$ cat src/rtl/nc_fetch_responder_pkg.sv
// Shared types and constants for the non-cacheable instruction-fetch responder.
package nc_fetch_responder_pkg;

  typedef enum logic [2:0] {
    IDLE = 3'd0,
    REQ  = 3'd1,
    WAIT = 3'd2,
    RESP = 3'd3,
    ERR  = 3'd4
  } nc_fetch_state_t;

  localparam int NcAddrWidth   = 40;
  localparam int NcLineBytes   = 32;
  localparam int NcLineLsb     = $clog2(NcLineBytes);
  localparam int NcDwordSelMsb = 4;
  localparam int NcDwordSelLsb = 3;

  typedef struct packed {
    logic                   valid;
    logic [NcAddrWidth-1:0] vaddr;
  } nc_fetch_req_t;

  // Bit offset of the selected 64-bit dword inside a 256-bit line.
  function automatic int unsigned nc_dword_lsb(input logic [1:0] sel);
    return {24'd0, sel, 6'd0};
  endfunction

endpackage

$ cat src/rtl/nc_fetch_responder_req_fifo.sv
// Request buffer: power-of-two depth, extra pointer MSB distinguishes full from empty.
module nc_req_fifo #(
  parameter int Depth = 2,
  parameter int Width = 37
) (
  input  logic             clk_i,
  input  logic             rstn_i,
  input  logic             push_i,
  input  logic [Width-1:0] wdata_i,
  input  logic             pop_i,
  output logic [Width-1:0] rdata_o,
  output logic             full_o,
  output logic             empty_o
);

  localparam int PtrW = $clog2(Depth);

  logic [PtrW:0]    wptr_q, wptr_d, rptr_q, rptr_d;
  logic [Width-1:0] mem_q [Depth];
  logic [Width-1:0] mem_d [Depth];
  logic             do_push, do_pop;

  assign empty_o = (wptr_q == rptr_q);
  assign full_o  = (wptr_q[PtrW] != rptr_q[PtrW]) &&
                   (wptr_q[PtrW-1:0] == rptr_q[PtrW-1:0]);
  assign do_pop  = pop_i && !empty_o;
  // A pop in the same cycle frees the slot, so a push into a full buffer is legal then.
  assign do_push = push_i && (!full_o || do_pop);
  assign rdata_o = mem_q[rptr_q[PtrW-1:0]];

  always_comb begin
    mem_d  = mem_q;
    wptr_d = wptr_q;
    rptr_d = rptr_q;
    if (do_push) begin
      mem_d[wptr_q[PtrW-1:0]] = wdata_i;
      wptr_d = wptr_q + 1'b1;
    end
    if (do_pop) begin
      rptr_d = rptr_q + 1'b1;
    end
  end

  always_ff @(posedge clk_i or negedge rstn_i) begin
    if (!rstn_i) begin
      wptr_q <= '0;
      rptr_q <= '0;
      for (int i = 0; i < Depth; i++) mem_q[i] <= '0;
    end else begin
      wptr_q <= wptr_d;
      rptr_q <= rptr_d;
      mem_q  <= mem_d;
    end
  end

endmodule

$ cat src/rtl/nc_fetch_responder.sv
// Responder for non-cacheable instruction fetches: buffers pulses, reads the 32-byte
// line from memory and returns exactly one grant per request (error grant on timeout/drop).
//   state | meaning
//   IDLE  | pop next request, else emit an owed error grant
//   REQ   | line read presented to memory
//   WAIT  | waiting for line data, timeout running
//   RESP  | grant with captured dword or timeout error
//   ERR   | error grant for a request dropped on overflow
module nc_fetch_responder
  import nc_fetch_responder_pkg::*;
#(
  parameter int FifoDepth     = 2,
  parameter int TimeoutCycles = 1024,
  parameter int AddrWidth     = 40
) (
  input  logic                 clk_i,
  input  logic                 rstn_i,
  input  logic                 req_nc_valid_i,
  input  logic [AddrWidth-1:0] req_nc_vaddr_i,
  output logic                 l2_grant_valid_o,
  output logic [255:0]         l2_resp_data_o,
  output logic                 l2_resp_err_o,
  output logic                 mem_req_valid_o,
  input  logic                 mem_req_ready_i,
  output logic [AddrWidth-1:0] mem_req_addr_o,
  input  logic                 mem_rsp_valid_i,
  input  logic [255:0]         mem_rsp_data_i,
  output logic                 overflow_o,
  output logic                 busy_o
);

  localparam int TimerW = $clog2(TimeoutCycles) + 1;
  localparam int OwedW  = $clog2(FifoDepth) + 1;

  nc_fetch_state_t                      state_q, state_d;
  logic [AddrWidth-1:NcDwordSelLsb]     addr_q, addr_d;
  logic [TimerW-1:0]                    timer_q, timer_d;
  logic [OwedW-1:0]                     owed_q, owed_d;
  logic                                 grant_q, grant_d;
  logic [63:0]                          data_q, data_d;
  logic                                 err_q, err_d;
  logic                                 mem_req_valid_q, mem_req_valid_d;
  logic                                 overflow_q, overflow_d;

  logic [AddrWidth-1:NcDwordSelLsb]     fifo_rdata;
  logic                                 fifo_full, fifo_empty, fifo_pop;
  logic                                 drop, owed_inc, owed_dec;
  logic                                 unused_vaddr_lsbs;

  // Requests are dword aligned, so the low address bits carry no information.
  assign unused_vaddr_lsbs = ^req_nc_vaddr_i[NcDwordSelLsb-1:0];

  nc_req_fifo #(
    .Depth (FifoDepth),
    .Width (AddrWidth - NcDwordSelLsb)
  ) u_req_fifo (
    .clk_i   (clk_i),
    .rstn_i  (rstn_i),
    .push_i  (req_nc_valid_i),
    .wdata_i (req_nc_vaddr_i[AddrWidth-1:NcDwordSelLsb]),
    .pop_i   (fifo_pop),
    .rdata_o (fifo_rdata),
    .full_o  (fifo_full),
    .empty_o (fifo_empty)
  );

  assign fifo_pop = (state_q == IDLE) && !fifo_empty;
  assign drop     = req_nc_valid_i && fifo_full && !fifo_pop;

  always_comb begin
    state_d         = state_q;
    addr_d          = addr_q;
    timer_d         = timer_q;
    grant_d         = 1'b0;
    data_d          = data_q;
    err_d           = err_q;
    mem_req_valid_d = mem_req_valid_q;
    overflow_d      = overflow_q | drop;
    owed_dec        = 1'b0;
    unique case (state_q)
      IDLE: begin
        if (!fifo_empty) begin
          addr_d          = fifo_rdata;
          mem_req_valid_d = 1'b1;
          state_d         = REQ;
        end else if (owed_q != '0) begin
          grant_d = 1'b1;
          data_d  = '0;
          err_d   = 1'b1;
          state_d = ERR;
        end
      end
      REQ: begin
        if (mem_req_ready_i) begin
          mem_req_valid_d = 1'b0;
          timer_d         = '0;
          state_d         = WAIT;
        end
      end
      WAIT: begin
        // Data arriving on the final timeout cycle still counts as a real response.
        if (mem_rsp_valid_i) begin
          data_d  = mem_rsp_data_i[nc_dword_lsb(addr_q[NcDwordSelMsb:NcDwordSelLsb]) +: 64];
          err_d   = 1'b0;
          grant_d = 1'b1;
          state_d = RESP;
        end else if (timer_q == TimerW'(TimeoutCycles - 1)) begin
          data_d  = '0;
          err_d   = 1'b1;
          grant_d = 1'b1;
          state_d = RESP;
        end else begin
          timer_d = timer_q + 1'b1;
        end
      end
      RESP: state_d = IDLE;
      ERR: begin
        owed_dec = 1'b1;
        state_d  = IDLE;
      end
      default: state_d = IDLE;
    endcase
    owed_inc = drop && ((owed_q != OwedW'(FifoDepth)) || owed_dec);
    owed_d   = owed_q + OwedW'(owed_inc) - OwedW'(owed_dec);
  end

  always_ff @(posedge clk_i or negedge rstn_i) begin
    if (!rstn_i) begin
      state_q         <= IDLE;
      addr_q          <= '0;
      timer_q         <= '0;
      owed_q          <= '0;
      grant_q         <= 1'b0;
      data_q          <= '0;
      err_q           <= 1'b0;
      mem_req_valid_q <= 1'b0;
      overflow_q      <= 1'b0;
    end else begin
      state_q         <= state_d;
      addr_q          <= addr_d;
      timer_q         <= timer_d;
      owed_q          <= owed_d;
      grant_q         <= grant_d;
      data_q          <= data_d;
      err_q           <= err_d;
      mem_req_valid_q <= mem_req_valid_d;
      overflow_q      <= overflow_d;
    end
  end

  assign l2_grant_valid_o = grant_q;
  assign l2_resp_data_o   = {192'd0, data_q};
  assign l2_resp_err_o    = err_q;
  assign mem_req_valid_o  = mem_req_valid_q;
  assign mem_req_addr_o   = {addr_q[AddrWidth-1:NcLineLsb], {NcLineLsb{1'b0}}};
  assign overflow_o       = overflow_q;
  assign busy_o           = !fifo_empty || (state_q != IDLE);

endmodule
$ cat config.mk
export PLATFORM = sky130hd
export DESIGN_NAME = nc_fetch_responder
export DESIGN_NICKNAME = d
export VERILOG_FILES = /design/src/rtl/nc_fetch_responder_pkg.sv /design/src/rtl/nc_fetch_responder_req_fifo.sv /design/src/rtl/nc_fetch_responder.sv
export SDC_FILE = /design/constraint.sdc
export NUM_CORES = 1
export LEC_CHECK = 0
export BUFFER_PORTS_ARGS = -buffer_cell sky130_fd_sc_hd__clkbuf_2
export CAP_MARGIN = 10
export CORE_AREA = 2 2 232 234
export DETAILED_ROUTE_END_ITERATION = 8
export DIE_AREA = 0 0 234 236
export PLACE_DENSITY = 0.51
export SLEW_MARGIN = 40
export SYNTH_ARGS = -nofsm -noshare
export SYNTH_HDL_FRONTEND = slang
export SYNTH_SLANG_ARGS = --single-unit
$ cat constraint.sdc
create_clock -name clk_i -period 1.8 [get_ports clk_i]
set_input_delay 0 -clock clk_i [delete_from_list [all_inputs] [get_ports clk_i]]
set_output_delay 0 -clock clk_i [all_outputs]
set_load 0.02 [all_outputs]
[After elaboration in Yosys (flattened, before gate mapping)]
Index checks and enable logic that the tools add are counted.
Word-level totals
  register bits: 199
  bits of input ports: 301
  output and inout port bits: 301
Operators by class
  $add $sub $neg: 5
  $lt $le $gt $ge: 3
  equal/unequal tests: 16
  shift-type cells: 1
  multiplexer cells: 35
  bitwise logic cells: 4
  reduce and logical (&&, ||, !) cells: 25
Operator list (count)
  $mux 64: 4
  $shiftx 256x9->64: 1
  $mux 37: 4
  $pmux 64 s2: 1
  $bwmux 74: 1
  $demux 37 s1: 1
  $mux 11: 3
  $pmux 11 s2: 1
  $mux 3: 5
  $ne 2x2->1 const B: 6
  $add 11x1->11 const B: 1
  $eq 11x10->1 const B: 1
  $mux 1: 11
  $pmux 3 s3: 1
  $logic_and 1x1->1: 8
  $reduce_and 4->1: 2
  $reduce_bool 2->1: 4
  $pmux 1 s2: 3
  $reduce_and 3->1: 2
  $add 2x1->2 const B: 2
  $ge 2x2->1 const B: 2
  $not 1->2: 2
  $eq 3x1->1 const B: 1
  $eq 3x2->1 const B: 1
  other kinds (17): 21

[Logic depth before layout (Yosys ltp)]
  word-level depth: 8
  gate-level depth with buffers: 9
  gate-level depth less buffers: 8

[By module]
From an unflattened synthesis, not the netlist that was laid out.
Unflattened totals
  cell total of the unflattened synthesis: 869
  area total of the unflattened synthesis: 11547.3 um^2
Modules (own cells, without submodules)
  nc_fetch_responder: times used 1, cells each 645, area each 7968.9 um^2
  nc_req_fifo: times used 1, cells each 224, area each 3578.4 um^2

[Worst setup path after synthesis]
Ideal clock, no wire load.
  path kind: register -> register
  from: register state_q[2]
  to: register owed_q[1]
  library setup time: 0.080 ns
  arrival: 1.900 ns
  setup slack: -0.180 ns
  stages on the path, launching flop included: 10
  path buffers: 1
  period minus slack after synthesis: 1.980 ns
  path through: dfrtp_1 > clkbuf_1 > nor3b_1 > or3b_2 > nand4_1 > ha_1 > inv_1 > ha_1 > xnor2_1 > xnor2_1
On the way
  word-level cells in the longest chain between the ends: 7
  elaborated cells between the ends (all ways): 10
  classes of those cells: 2 x add/sub; 1 x eq/ne; 1 x mux; 6 x reduce/logical
RTL lines
  start, declared: RTL line nc_fetch_responder.sv:35  | nc_fetch_state_t state_q, state_d;
  start signal, assigned: RTL line nc_fetch_responder.sv:139  | state_q <= state_d;
  $logic_not 3->1: RTL line nc_fetch_responder.sv:67  | assign fifo_pop = (state_q == IDLE) && !fifo_empty;
  $logic_and 1x1->1: RTL line nc_fetch_responder.sv:67
  $logic_not 1->1: RTL line nc_fetch_responder.sv:68  | assign drop = req_nc_valid_i && fifo_full && !fifo_pop;
  $logic_and 1x1->1: RTL line nc_fetch_responder.sv:68
  $logic_and 1x1->1: RTL line nc_fetch_responder.sv:123  | owed_inc = drop && ((owed_q != OwedW'(FifoDepth)) || owed_dec);
  $add 2x1->2: RTL line nc_fetch_responder.sv:124  | owed_d = owed_q + OwedW'(owed_inc) - OwedW'(owed_dec);
  $sub 2x1->2 *: RTL line nc_fetch_responder.sv:124
  net owed_d[1]: RTL line nc_fetch_responder.sv:38  | logic [OwedW-1:0] owed_q, owed_d;
  end signal, assigned: RTL line nc_fetch_responder.sv:142  | owed_q <= owed_d;
  end, declared: RTL line nc_fetch_responder.sv:38
Mark *: on every way through the listed nets, which the timed path passes. The rest lies on a longest branch.
A chain may end at the register's enable or synchronous reset.

[Worst setup path in the final report]
Ends and elaborated chain as after synthesis.

==> flow_metrics.tcl <==
set metrics [dict create \
    status "finished with violations" \
    violations "negative setup slack" \
    rows 85 \
    register_area_um2 4994 \
    yosysWarnings 0 \
    syn_to_final_growth_pct 56.08 \
    grt_pass1_wl_mm 62.78 \
    drc 0 \
    p_per_area_nw_per_um2 1501 \
    drt-initial-drc-count 431 \
    fp.coreArea_um2 53070 \
    insertion_delay_ns 0.49 \
    cp.arrival_ns 2.23 \
    ctsHtreeMaxLevel 4 \
    synthCells 908 \
    die_y_um 236 \
    final_area_um2 17830 \
    ir_worst_vdd_mv 1.086 \
    max_freq_mhz 550.4 \
    start_util_pct 21.52 \
    n_fill_cell 5246 \
    hold_class "in -> reg" \
    hpwl_mm 33.48 \
    rr_startpoint "state_q[2]$_DFFE_PN0P_" \
    worstSetupPathType "reg -> reg" \
    cpMaxStageDelayCell "dfrtp_1" \
    grt_max_degree 45 \
    boundaryPins 602 \
    portBuffers 401 \
    avgRoutedWirePerCell_um 19.66 \
    place.gp.congestion 0.8253 \
    cp.required_ns 2.22 \
    synth_edf_count 0 \
    most-common-layout-cells "clkbuf_2, dlygate4sd3_1, conb_1" \
    cp_top_family "simple AND/OR/NAND/NOR gates" \
    setup_viol_count_final 5 \
    clockBufferDepth 2 \
    hold_start "mem_rsp_data_i[30]" \
    syn_avg_cell_area_um2 12.58 \
    finalCritPeriodShare_pct 100.9 \
    crit_fanout 3 \
    cp_cell_sequence "nor3b_4, or3b_4, nand4_1, ha_1, inv_1, ha_2, xnor2_2, xnor2_1" \
    synth_area_um2 11420 \
    tightestPinTransition_ns 0.7331 \
    r2r_slack_ns -0.02 \
    critical-path-max-stage-delay_ns 0.42 \
    critPathBufInv 1 \
    drive_gt1_share_pct 42.51 \
    min_period_ns 1.817 \
    skew_ns 0.01745 \
    async_flop_share_pct 100.0 \
    yosys_register_bits 199 \
    place_area_um2 13810 \
    grt_usage_pct 15.82 \
    reg2regPathDepth 8 \
    via_per_inst 4.123 \
    wirelength_mm 45.88 \
    die-area_um2 55220 \
    rsz0062_at_grt "true" \
    ys_types 55 \
    whs_endpoint "data_q[30]$_DFFE_PN0P_" \
    die_x_um 234 \
    maxCapViolations 0 \
    yosys_most_used_dff "dfrtp_1" \
    multiInputGateArea_um2 5334 \
    p_leak_uw 0.008638 \
    numCtsBuffers 17 \
    hold_slack_ns 0.03443 \
    worst_slack_ns -0.01689 \
    cts.sinks 199 \
    maxSlewViolCount 0 \
    ant_nets 0 \
    clk_pin_slew_worst_paths_ns 0.08 \
    finalSetupTns_ns -0.02787 \
    timing.rr.end "owed_q[1]$_DFF_PN0_" \
    seq_area_frac_synth_pct 43.60 \
    maxSlewHeadroom_pct 51.13 \
    root_buffer "clkbuf_16" \
    start_kind "flop" \
    drt-pass1-iter-count 5 \
    grt_pass1_vias 9780 \
    final_common_cell "clkbuf_2" \
    antenna_found_initial 35 \
    hold_violations 0 \
    endpoint_kind "flop" \
    nNetsFinal 1926 \
    grt_overflow_total 0 \
    hold_depth 3 \
    cts_tree "done" \
    vias 9624 \
]
-- tightest hold or removal path, stage by stage --
cell and delay, ns:
clkbuf_2 0.13, mux4_2 0.24, a22o_1 0.12
-- per-stage QoR --
step | instances | power (uW) | util (%) | setup slack, ns
2_1_floorplan | 1104 | 17150 | - | -0.05896
3_3_place_gp | 1986 | 20800 | 26.02 | -0.07825
3_5_place_dp | 1986 | 21030 | 26.02 | -0.09281
4_1_cts | 2312 | 25850 | 32.76 | -0.02207
5_1_grt | 2333 | 28490 | 33.58 | -0.09058
6_report | 2334 | 26760 | 33.59 | -0.01689
-- where the power goes --
part / internal (uW) / total (uW) / switching [uW]
clock: 1910 / 3940 / 2030
combinational: 7540 / 14800 / 7280
sequential: 6610 / 8000 / 1390
-- per-layer routing --
layer  GRT usage [%]  up-vias  share of wire [%]  wire (um)
li1                -     4301                  -          -
met1           20.39     4687                 43      19730
met2           23.29      494                 44      20330
met3           7.701      102                 10       4609
met4           4.565       40                2.1        949
met5               0        -               0.57        261
-- cell families after synthesis --
kind of cell	synth area share, %
buffers and inverters	18.12
flip-flops	43.60
multiplexers	24.15
AO/OA/AOI/OAI	8.983
AND/OR/NAND/NOR	3.878
XOR/XNOR	0.9093
adder cells (fa/ha/maj)	0.3287
other	0.03283
-- Yosys cell counts, types with 10 or more instances --
cell type	number	share of area [%]
a22o_1	64	4.9
buf_2	15	0.66
buf_4	234	15
clkbuf_1	23	0.76
dfrtp_1	199	44
mux2_2	44	4.3
mux2_4	30	3.9
mux2i_1	37	3.2
mux4_2	64	13
nand2_1	45	1.5
nand3_1	10	0.44
o21ai_0	40	1.8
-- flip-flops by register name (all words and copies together) (netlist names) --
name	flops
addr_q	37
data_q	64
l2_grant_valid_o	1
l2_resp_err_o	1
mem_req_valid_o	1
overflow_o	1
owed_q	2
state_q	3
timer_q	11
u_req_fifo.mem_q	74
u_req_fifo.rptr_q	2
u_req_fifo.wptr_q	2
-- cell type report --
cell class                      instances  share of cell area [%]
Antenna cell                            3                 0.04211
Tap cell                              696                   4.885
Clock buffer                           20                   2.562
Clock inverter                         12                  0.6949
Sequential cell                       199                   28.01
Inverter                                8                  0.1685
Timing Repair Buffer                  785                   33.71
Multi-Input combinational cell        611                   29.92
-- worst max-delay path by stage --
stage / slack, ns / from / to / depth (start not counted)
3_3_place_gp: -0.08 / state_q[1]$_DFFE_PN0P_ / owed_q[1]$_DFF_PN0_ / 8
4_1_cts: -0.02 / state_q[2]$_DFFE_PN0P_ / owed_q[1]$_DFF_PN0_ / 8
3_5_place_dp: -0.09 / state_q[1]$_DFFE_PN0P_ / timer_q[6]$_DFFE_PN0P_ / 5
2_1_floorplan: -0.06 / state_q[2]$_DFFE_PN0P_ / owed_q[1]$_DFF_PN0_ / 9
5_1_grt: -0.09 / state_q[1]$_DFFE_PN0P_ / owed_q[1]$_DFF_PN0_ / 8
6_report: -0.02 / state_q[2]$_DFFE_PN0P_ / owed_q[1]$_DFF_PN0_ / 8
-- repair_timing --
item / 4_1_cts / 5_1_grt
hold endpoints to repair: 347 / 0
pin swaps: 5 / 2
hold buffers: 291 / 0
resized for setup: 12 / 48
cloned: 0 / 7
buffers inserted: 3 / 12
endpoints found under the setup margin: 104 / 143
Note: power is estimated with default switching activity, not from simulation.
